===== src/rtl/fft_pkg.sv =====
// Package: fft_pkg
// Shared constants and the stage-sequencer FSM state type for the
// 32-point radix-2 SDF FFT pipeline.
package fft_pkg;

  localparam int unsigned N     = 32;
  localparam int unsigned IDX_W = $clog2(N);
  localparam int unsigned TW_W  = 8;

  // +1.0 in signed (2,6) format
  localparam logic [TW_W-1:0] W_ONE_R = 8'h40;
  localparam logic [TW_W-1:0] W_ONE_I = 8'h00;

  typedef enum logic [1:0] {
    IDLE  = 2'b00,
    FILL  = 2'b01,
    RUN   = 2'b10,
    FLUSH = 2'b11
  } sdf_state_t;

endpackage


===== src/rtl/fft_twiddle_rom32.sv =====
// Module: fft_twiddle_rom32
// Combinational table of W_32^k = (cos, -sin)(2*pi*k/32) * 64, k = 0..15,
// rounded to nearest with ties away from zero. Registered by the caller.
module fft_twiddle_rom32 #(
  parameter int unsigned TW_W = 8
) (
  input  logic [3:0]      k_i,
  output logic [TW_W-1:0] wn_r_o,
  output logic [TW_W-1:0] wn_i_o
);

  localparam int COS_T [16] = '{ 64,  63,  59,  53,  45,  36,  24,  12,
                                  0, -12, -24, -36, -45, -53, -59, -63};
  localparam int MSIN_T [16] = '{  0, -12, -24, -36, -45, -53, -59, -63,
                                 -64, -63, -59, -53, -45, -36, -24, -12};

  assign wn_r_o = TW_W'(COS_T[k_i]);
  assign wn_i_o = TW_W'(MSIN_T[k_i]);

endmodule


===== src/rtl/fft_sdf_stage_ctrl.sv =====
// Module: fft_sdf_stage_ctrl
// Sequencer for one R2SDF stage of the 32-point FFT: tracks each sample's
// index in its frame and issues registered data, SR enable, butterfly/fill
// mode, output valid, twiddle and a misplaced-last error pulse.
// Optional macro FFT_CTRL_FRAME_CNT_EN adds a saturating frame counter port.
module fft_sdf_stage_ctrl
  import fft_pkg::*;
#(
  parameter int unsigned DELAY  = 8,
  parameter int unsigned TW_W   = fft_pkg::TW_W,
  parameter int unsigned DATA_W = 8
) (
  input  logic              clk,
  input  logic              rst,
  input  logic              valid_i,
  input  logic              last_i,
  input  logic [DATA_W-1:0] data_in_r,
  input  logic [DATA_W-1:0] data_in_i,
  output logic [DATA_W-1:0] data_out_r,
  output logic [DATA_W-1:0] data_out_i,
  output logic              sr_en,
  output logic              bf_mode,
  output logic              valid_o,
  output logic [TW_W-1:0]   WN_r,
  output logic [TW_W-1:0]   WN_i,
  output logic              err_o
`ifdef FFT_CTRL_FRAME_CNT_EN
  ,
  output logic [15:0]       frame_cnt_o
`endif
);

  localparam int unsigned      LOG2D     = $clog2(DELAY);
  localparam int unsigned      K_SHIFT   = 4 - LOG2D;
  localparam logic [3:0]       Q_MASK    = 4'(DELAY - 1);
  localparam logic [IDX_W-1:0] IDX_LAST  = IDX_W'(N - 1);
  localparam logic [IDX_W-1:0] IDX_DLAST = IDX_W'(DELAY - 1);

  sdf_state_t        state_q, state_d;
  logic [IDX_W-1:0]  idx_q, idx_d;
  logic [DATA_W-1:0] dr_q, dr_d, di_q, di_d;
  logic              sr_en_q, sr_en_d;
  logic              bf_q, bf_d;
  logic              vld_q, vld_d;
  logic              err_q, err_d;
  logic [TW_W-1:0]   wr_q, wr_d, wi_q, wi_d;
  logic [3:0]        k;
  logic [TW_W-1:0]   rom_r, rom_i;

  // k = (idx mod D) * (16/D); D is a power of two so this is mask-and-shift
  assign k = (idx_q[3:0] & Q_MASK) << K_SHIFT;

  fft_twiddle_rom32 #(.TW_W(TW_W)) u_rom (
    .k_i    (k),
    .wn_r_o (rom_r),
    .wn_i_o (rom_i)
  );

  // Next state and next output values; idle/stall cycles hold data, bf and idx
  always_comb begin
    state_d = state_q;
    idx_d   = idx_q;
    dr_d    = dr_q;
    di_d    = di_q;
    sr_en_d = 1'b0;
    bf_d    = bf_q;
    vld_d   = 1'b0;
    err_d   = 1'b0;
    wr_d    = '0;
    wi_d    = '0;
    if (state_q == FLUSH) begin
      // Self-generated drain cycles: zero data, fill mode, twiddles follow idx
      sr_en_d = 1'b1;
      vld_d   = 1'b1;
      bf_d    = 1'b0;
      dr_d    = '0;
      di_d    = '0;
      wr_d    = rom_r;
      wi_d    = rom_i;
      if (idx_q == IDX_DLAST) begin
        idx_d   = '0;
        state_d = IDLE;
      end else begin
        idx_d = idx_q + IDX_W'(1);
      end
    end else if (valid_i) begin
      sr_en_d = 1'b1;
      dr_d    = data_in_r;
      di_d    = data_in_i;
      bf_d    = idx_q[LOG2D];
      vld_d   = (state_q == RUN);
      idx_d   = idx_q + IDX_W'(1);
      err_d   = last_i && !((state_q == RUN) && (idx_q == IDX_LAST));
      if (bf_d) begin
        wr_d = TW_W'(W_ONE_R);
        wi_d = TW_W'(W_ONE_I);
      end else if (vld_d) begin
        wr_d = rom_r;
        wi_d = rom_i;
      end
      case (state_q)
        IDLE, FILL: state_d = (idx_q == IDX_DLAST) ? RUN : FILL;
        RUN:        if (last_i && (idx_q == IDX_LAST)) state_d = FLUSH;
        default:    ;
      endcase
    end
  end

  // State and output registers, asynchronous active-low reset
  always_ff @(posedge clk or negedge rst) begin
    if (!rst) begin
      state_q <= IDLE;
      idx_q   <= '0;
      dr_q    <= '0;
      di_q    <= '0;
      sr_en_q <= 1'b0;
      bf_q    <= 1'b0;
      vld_q   <= 1'b0;
      err_q   <= 1'b0;
      wr_q    <= '0;
      wi_q    <= '0;
    end else begin
      state_q <= state_d;
      idx_q   <= idx_d;
      dr_q    <= dr_d;
      di_q    <= di_d;
      sr_en_q <= sr_en_d;
      bf_q    <= bf_d;
      vld_q   <= vld_d;
      err_q   <= err_d;
      wr_q    <= wr_d;
      wi_q    <= wi_d;
    end
  end

  assign data_out_r = dr_q;
  assign data_out_i = di_q;
  assign sr_en      = sr_en_q;
  assign bf_mode    = bf_q;
  assign valid_o    = vld_q;
  assign WN_r       = wr_q;
  assign WN_i       = wi_q;
  assign err_o      = err_q;

`ifdef FFT_CTRL_FRAME_CNT_EN
  logic [15:0] fcnt_q, fcnt_d;

  // Count issued valid outputs carrying idx 31, saturating
  always_comb begin
    fcnt_d = fcnt_q;
    if (vld_d && (idx_q == IDX_LAST) && (fcnt_q != '1)) fcnt_d = fcnt_q + 16'd1;
  end

  // Frame counter register; persists across IDLE
  always_ff @(posedge clk or negedge rst) begin
    if (!rst) fcnt_q <= '0;
    else      fcnt_q <= fcnt_d;
  end

  assign frame_cnt_o = fcnt_q;
`endif

endmodule


===== config.mk =====
export PLATFORM = sky130hd
export DESIGN_NAME = fft_sdf_stage_ctrl
export DESIGN_NICKNAME = d
export VERILOG_FILES = /design/src/rtl/fft_pkg.sv /design/src/rtl/fft_twiddle_rom32.sv /design/src/rtl/fft_sdf_stage_ctrl.sv
export SDC_FILE = /design/constraint.sdc
export NUM_CORES = 1
export LEC_CHECK = 0
export CORE_ASPECT_RATIO = 0.6
export CORE_MARGIN = 4
export CORE_UTILIZATION = 40
export DETAILED_ROUTE_END_ITERATION = 10
export PLACE_DENSITY = 0.75
export SYNTH_ARGS = -nofsm -noshare
export SYNTH_HDL_FRONTEND = slang
export SYNTH_SLANG_ARGS = --single-unit

===== constraint.sdc =====
create_clock -name clk -period 1.9 [get_ports clk]
set_input_delay 0.19 -clock clk [delete_from_list [all_inputs] [get_ports clk]]
set_output_delay 0.19 -clock clk [all_outputs]
set_load 0.01 [all_outputs]

# Word-level counts from Yosys, hierarchy flattened
# Memory sizes are Yosys's and may differ from the RTL's.
# Cells that the tools add are included.
# word_totals
out_inout_bits,36
inputBits,20
regBits,43
word_cells,64
mem_count,2
romBits,1024
# op_classes
n_bitwise,1
reduce_logical,9
n_addsub,1
magnitude_cmp,1
muxes,33
n_eq_ne,7
# memory_table
memory,depth,width,rd,rd_clocked_by_memory_dff,wr,line_no,rtl
(name not given),16,32,1,0,0,fft_twiddle_rom32.sv:17,assign wn_r_o = TW_W'(COS_T[k_i]);
(name not given),16,32,1,0,0,fft_twiddle_rom32.sv:18,assign wn_i_o = TW_W'(MSIN_T[k_i]);
# op_table
op,n
$mux 8,16
$mux 5,3
$mux 2,5
$mux 1,8
$add 5x1->5 const B,1
$eq 5x3->1 const B,1
$eq 5x5->1 const B,1
$ge 5x5->1 const B,1
$not 4->5,1
$eq 2x2->1 const B,2
$pmux 2 s2,1
$reduce_and 4->1,1
$logic_and 1x1->1,3
$ne 3x2->1 const B,1
$reduce_bool 3->1,1
$eq 2x1->1 const B,1
$logic_not 2->1,1
$ne 2x1->1 const B,1
$reduce_bool 2->1,1
$reduce_or 2->1,1
$logic_not 1->1,1

# Longest topological paths before layout
# logic_depth
word_depth,8
mapped_depth,5
mapped_depth_nobuf,5

# Modules after synthesis
# A second synthesis with hierarchy kept.
# hier_totals
cells_unflattened,168
hier_area_um2,2005.7
# modules_own_cells
module,seq_area_each_um2,instances,area_each_um2,cells_per_inst
fft_sdf_stage_ctrl,1076.0,1,1584.0,119
fft_twiddle_rom32,0.0,1,421.7,49

# Least setup slack after synthesis
# OpenSTA, ideal clock, no wires.
# synth_path
path_kind,register to register
from,reg idx_q[0]
to,reg state_q[0]
path_buffers,0
path_stages_with_launch,6
required_time_ns,1.775
arrival_ns,1.252
slack_ns,0.523
period_less_slack_ns,1.377
setup_ns,0.125
path_cell_list,dfrtp_1 ha_1 and3_1 ha_1 a211oi_1 nor3_1
# synth_between
elab_chain_len,5
word_cells_on_any_way,10
cone_classes,eq/ne: 4; mux: 4; reduce/logical: 2
# synth_rtl
element,line_no,rtl
start: declaration,fft_sdf_stage_ctrl.sv:40,"logic [IDX_W-1:0] idx_q, idx_d;"
start signal: assignment,fft_sdf_stage_ctrl.sv:124,idx_q <= idx_d;
$eq 5x3->1,"fft_sdf_stage_ctrl.sv:80, fft_sdf_stage_ctrl.sv:102",
$mux 2,fft_sdf_stage_ctrl.sv:102,"IDLE, FILL: state_d = (idx_q == IDX_DLAST) ? RUN : FILL;"
$pmux 2 s2,fft_sdf_stage_ctrl.sv:101,case (state_q)
$mux 2,fft_sdf_stage_ctrl.sv:86,end else if (valid_i) begin
$mux 2,fft_sdf_stage_ctrl.sv:71,if (state_q == FLUSH) begin
end signal: assignment,fft_sdf_stage_ctrl.sv:123,state_q <= state_d;
end: declaration,fft_sdf_stage_ctrl.sv:39,"sdf_state_t state_q, state_d;"
# Several ways; a longest one is shown, not always the timed one. The select of a mux whose other input is x is not followed.
# A chain may end at the register's enable or synchronous reset.

# Worst setup path in the final report
# Ends and elaborated chain as after synthesis.

==> results by group <==
CTS
  – Hold_buf cts: 1
  – Setup bufs post-CTS: 0
  – Root Buffer: clkbuf_8
  – Clock-pin slew on the worst setup and hold paths: 0.08 ns
  – Sink Count: 40
  – Cts bufs inserted: 5
  – Deepest clock path buffer count: 2
  – CTS tree: yes
  – Post-CTS resize count: 0
  – Clk_lat worst skew: 0.29 ns
  – CTS H-tree depth: 2

Timing
  – Pins Over Slew Limit: 0
  – Slew headroom: 0.6718
  – Fmax: 677.2 MHz
  – PnR worst setup slack: 0.4232 ns
  – Crit path time final: 1.477 ns
  – Total negative setup slack: 0 ns
  – Final hold violation count: 0
  – Final setup vio count: 0
  – Worst-margin pin slew: 0.4923 ns
  – Tcrit/Tclk final: 0.7772
  – Clock skew: 0.008097 ns
  – Setup repair after global routing missed its margin: false

Setup path
  – Crit path capture type: flip-flop
  – Worst path cell trace: ha_1 -> and3_1 -> ha_1 -> a211oi_1 -> nor3_1
  – FF-to-FF setup slack: 0.42 ns
  – CP delay by family, top: adder cells
  – Critical path class: reg -> reg
  – Crit-path slowest cell: dfrtp_1
  – CP dominant cell by count: ha_1
  – Largest fanout on the critical path: 7
  – Critical Path Source Type: flip-flop
  – CP max stage delay: 0.46 ns
  – Worst path required time: 2.08 ns
  – Buf/Inv on CP: 0
  – Worst Path Arrival: 1.65 ns

Pwr
  – Lkg Pwr: 1.094 nW
  – Max IR drop VDD: 0.4442 mV
  – PwrDens: 1210 mW/mm^2

Final layout
  – Antenna cells: 0
  – Layout cells sized above 1: 0.06977
  – Commonest non-fill, non-tap cell in the layout: clkdlybuf4s50_1
  – Nets@finish: 241
  – Area grow syn2layout: 41.26%
  – Commonest non-fill, non-tap cells in the layout: clkdlybuf4s50_1 (54), dfrtp_1 (40), nor2_1 (23)

Detailed routing
  – Starting DRC count in detailed routing: 64
  – DRT Pass-1 Iters: 4
  – Detail Route Antenna Nets: 0
  – Highest routed layer: met4
  – Routed vias: 1,242
  – Routed WL: 3688 um
  – Met2 wire length: 1427 um
  – Metal-1 WL: 1957 um
  – Vias per std cell: 4.516
  – Metal3 WL: 273 um
  – WL/cell: 13.41 um
  – DRC viols: 0

Place
  – Detailed Place HPWL: 2684 um
  – DP Worst Slack: 0.3588 ns
  – PortBufs: 55
  – RePlAce Congestion: 0.8284

GRT
  – Pin count of the biggest net entering global routing: 41
  – Initial antenna violation count: 0
  – Grt total ovfl: 0
  – First-pass GRT wire length: 5982 um
  – Tot GR Track Use: 0.1439
  – Number of global-route vias before repair: 1,202

Synthesis
  – Post-synthesis cell area: 0.001704 sq mm
  – Sequential area share after synthesis: 0.5874
  – Library cells used by synthesis: 23
  – Post-Syn Instances: 156
  – Synth area leaders: dfrtp_1 (59%), mux2i_1 (10%), ha_1 (5.1%)
  – Post-synth top area share: 0.5874
  – Syn avg cell area: 10.92 sq um
  – Net count after synthesis: 183
  – Seq cells post-synth: 40
  – Synthesis Warnings: 0
  – Post-synth top area cell: dfrtp_1

Min path
  – Hold crit path type: in -> async

Floorplanning
  – Die area: 0.005403 sq mm
  – Starting density of the core: 0.4158
  – Die Span Y: 58.56 um
  – Core Box Area: 0.004099 sq mm
  – Boundary Pins: 56
  – Die X: 92.27 um
  – FP Rows: 18

Run
  – Max cap viols: 0

Outcome
  – Status: finished, final reports clean
-- flip-flops by register name (all words and copies together), names as in the netlist --
register and count:
WN_r 8, data_out_i 8, WN_i 5, valid_o 1
data_out_r 8, state_q 2, idx_q 5, err_o 1
sr_en 1, bf_mode 1
-- final cells by class --
type / count / area [sq um]
well taps: 60 / 75.07
repair buffers: 60 / 585.6
inverters: 7 / 26.28
multi-input cells: 100 / 621.8
fillers: 365 / 1692
flip-flops and latches: 40 / 1001
clock buffers: 6 / 82.58
clock inverters: 2 / 15.01
-- synthesized netlist by cell type --
cell type  count
nor2_1        23
nor3_1         2
a21oi_1       12
a21oi_2        1
nand2b_1       2
nand2_1       17
nor2_4         1
buf_2          5
or3_1          1
mux2i_1       17
nor2b_1        1
dfrtp_1       40
o2bb2ai_1      1
ha_1           7
inv_1          7
nand3_1        1
o21ai_1        1
nand4bb_1      1
a211oi_1       1
xnor2_1        1
and3_1         2
o21ai_0        8
buf_4          4
-- per-layer routing --
layer | track usage | vias to the layer above
met5 | 0 | -
met4 | 0.05074 | 0
met3 | 0.05364 | 4
met2 | 0.1909 | 44
met1 | 0.2136 | 569
li1 | - | 625
-- power by group --
part           internal [mW]  switching (mW)  total [mW]  leakage (nW)
Clock                  0.294           0.295       0.589        0.0434
Combinational          0.569           0.525        1.09         0.556
Sequential              1.07           0.158        1.23         0.494
-- worst reg2reg max path: stages, from the launching register on --
cell and delay (ns):
dfrtp_1 0.46, ha_1 0.29, and3_1 0.18, ha_1 0.19, a211oi_1 0.19, nor3_1 0.06
-- metrics by stage --
stage	util	hold WS (ns)	power [mW]	instances	instance area, sq um
6_report	0.5873	0.4757	2.912	275	2407
5_1_grt	0.5873	0.5111	3.110	275	2407
4_1_cts	0.5873	0.4890	2.946	275	2407
3_5_place_dp	0.5611	0.2783	2.341	266	2300
3_3_place_gp	0.5611	0.2757	2.321	266	2300
2_1_floorplan	-	-0.1056	1.774	156	1704
-- cells by family (layout without fill, tap and decap cells) --
| family | Yosys count | count (layout) | share of synthesized area |
|---|---|---|---|
| and+or+nand+nor | 51 | 51 | 0.1322 |
| DFF | 40 | 40 | 0.5874 |
| adders and majority gates | 7 | 7 | 0.05139 |
| buffers and inverters | 16 | 75 | 0.04773 |
| AOI/OAI and AO/OA | 24 | 24 | 0.07636 |
| xor gates and xnor gates | 1 | 1 | 0.005140 |
| muxes | 17 | 17 | 0.09985 |
-- path summary, 6_finish.rpt --
| check | startpoint | to | cells after the start |
|---|---|---|---|
| hold reg to reg | data_out_i[7]$_DFFE_PN0N_ | data_out_i[7]$_DFFE_PN0N_ | 2 |
| max in group asynchronous | rst | sr_en$_DFF_PN0_ | 3 |
| setup reg to reg | idx_q[0]$_DFFE_PN0N_ | state_q[0]$_DFFE_PN0P_ | 5 |
| setup / recovery | idx_q[0]$_DFFE_PN0N_ | state_q[0]$_DFFE_PN0P_ | 5 |
| min in group clk | data_in_i[7] | data_out_i[7]$_DFFE_PN0N_ | 3 |
| hold / removal | rst | WN_i[4]$_DFF_PN0_ | 3 |
Power figures use the tool's default switching activity.
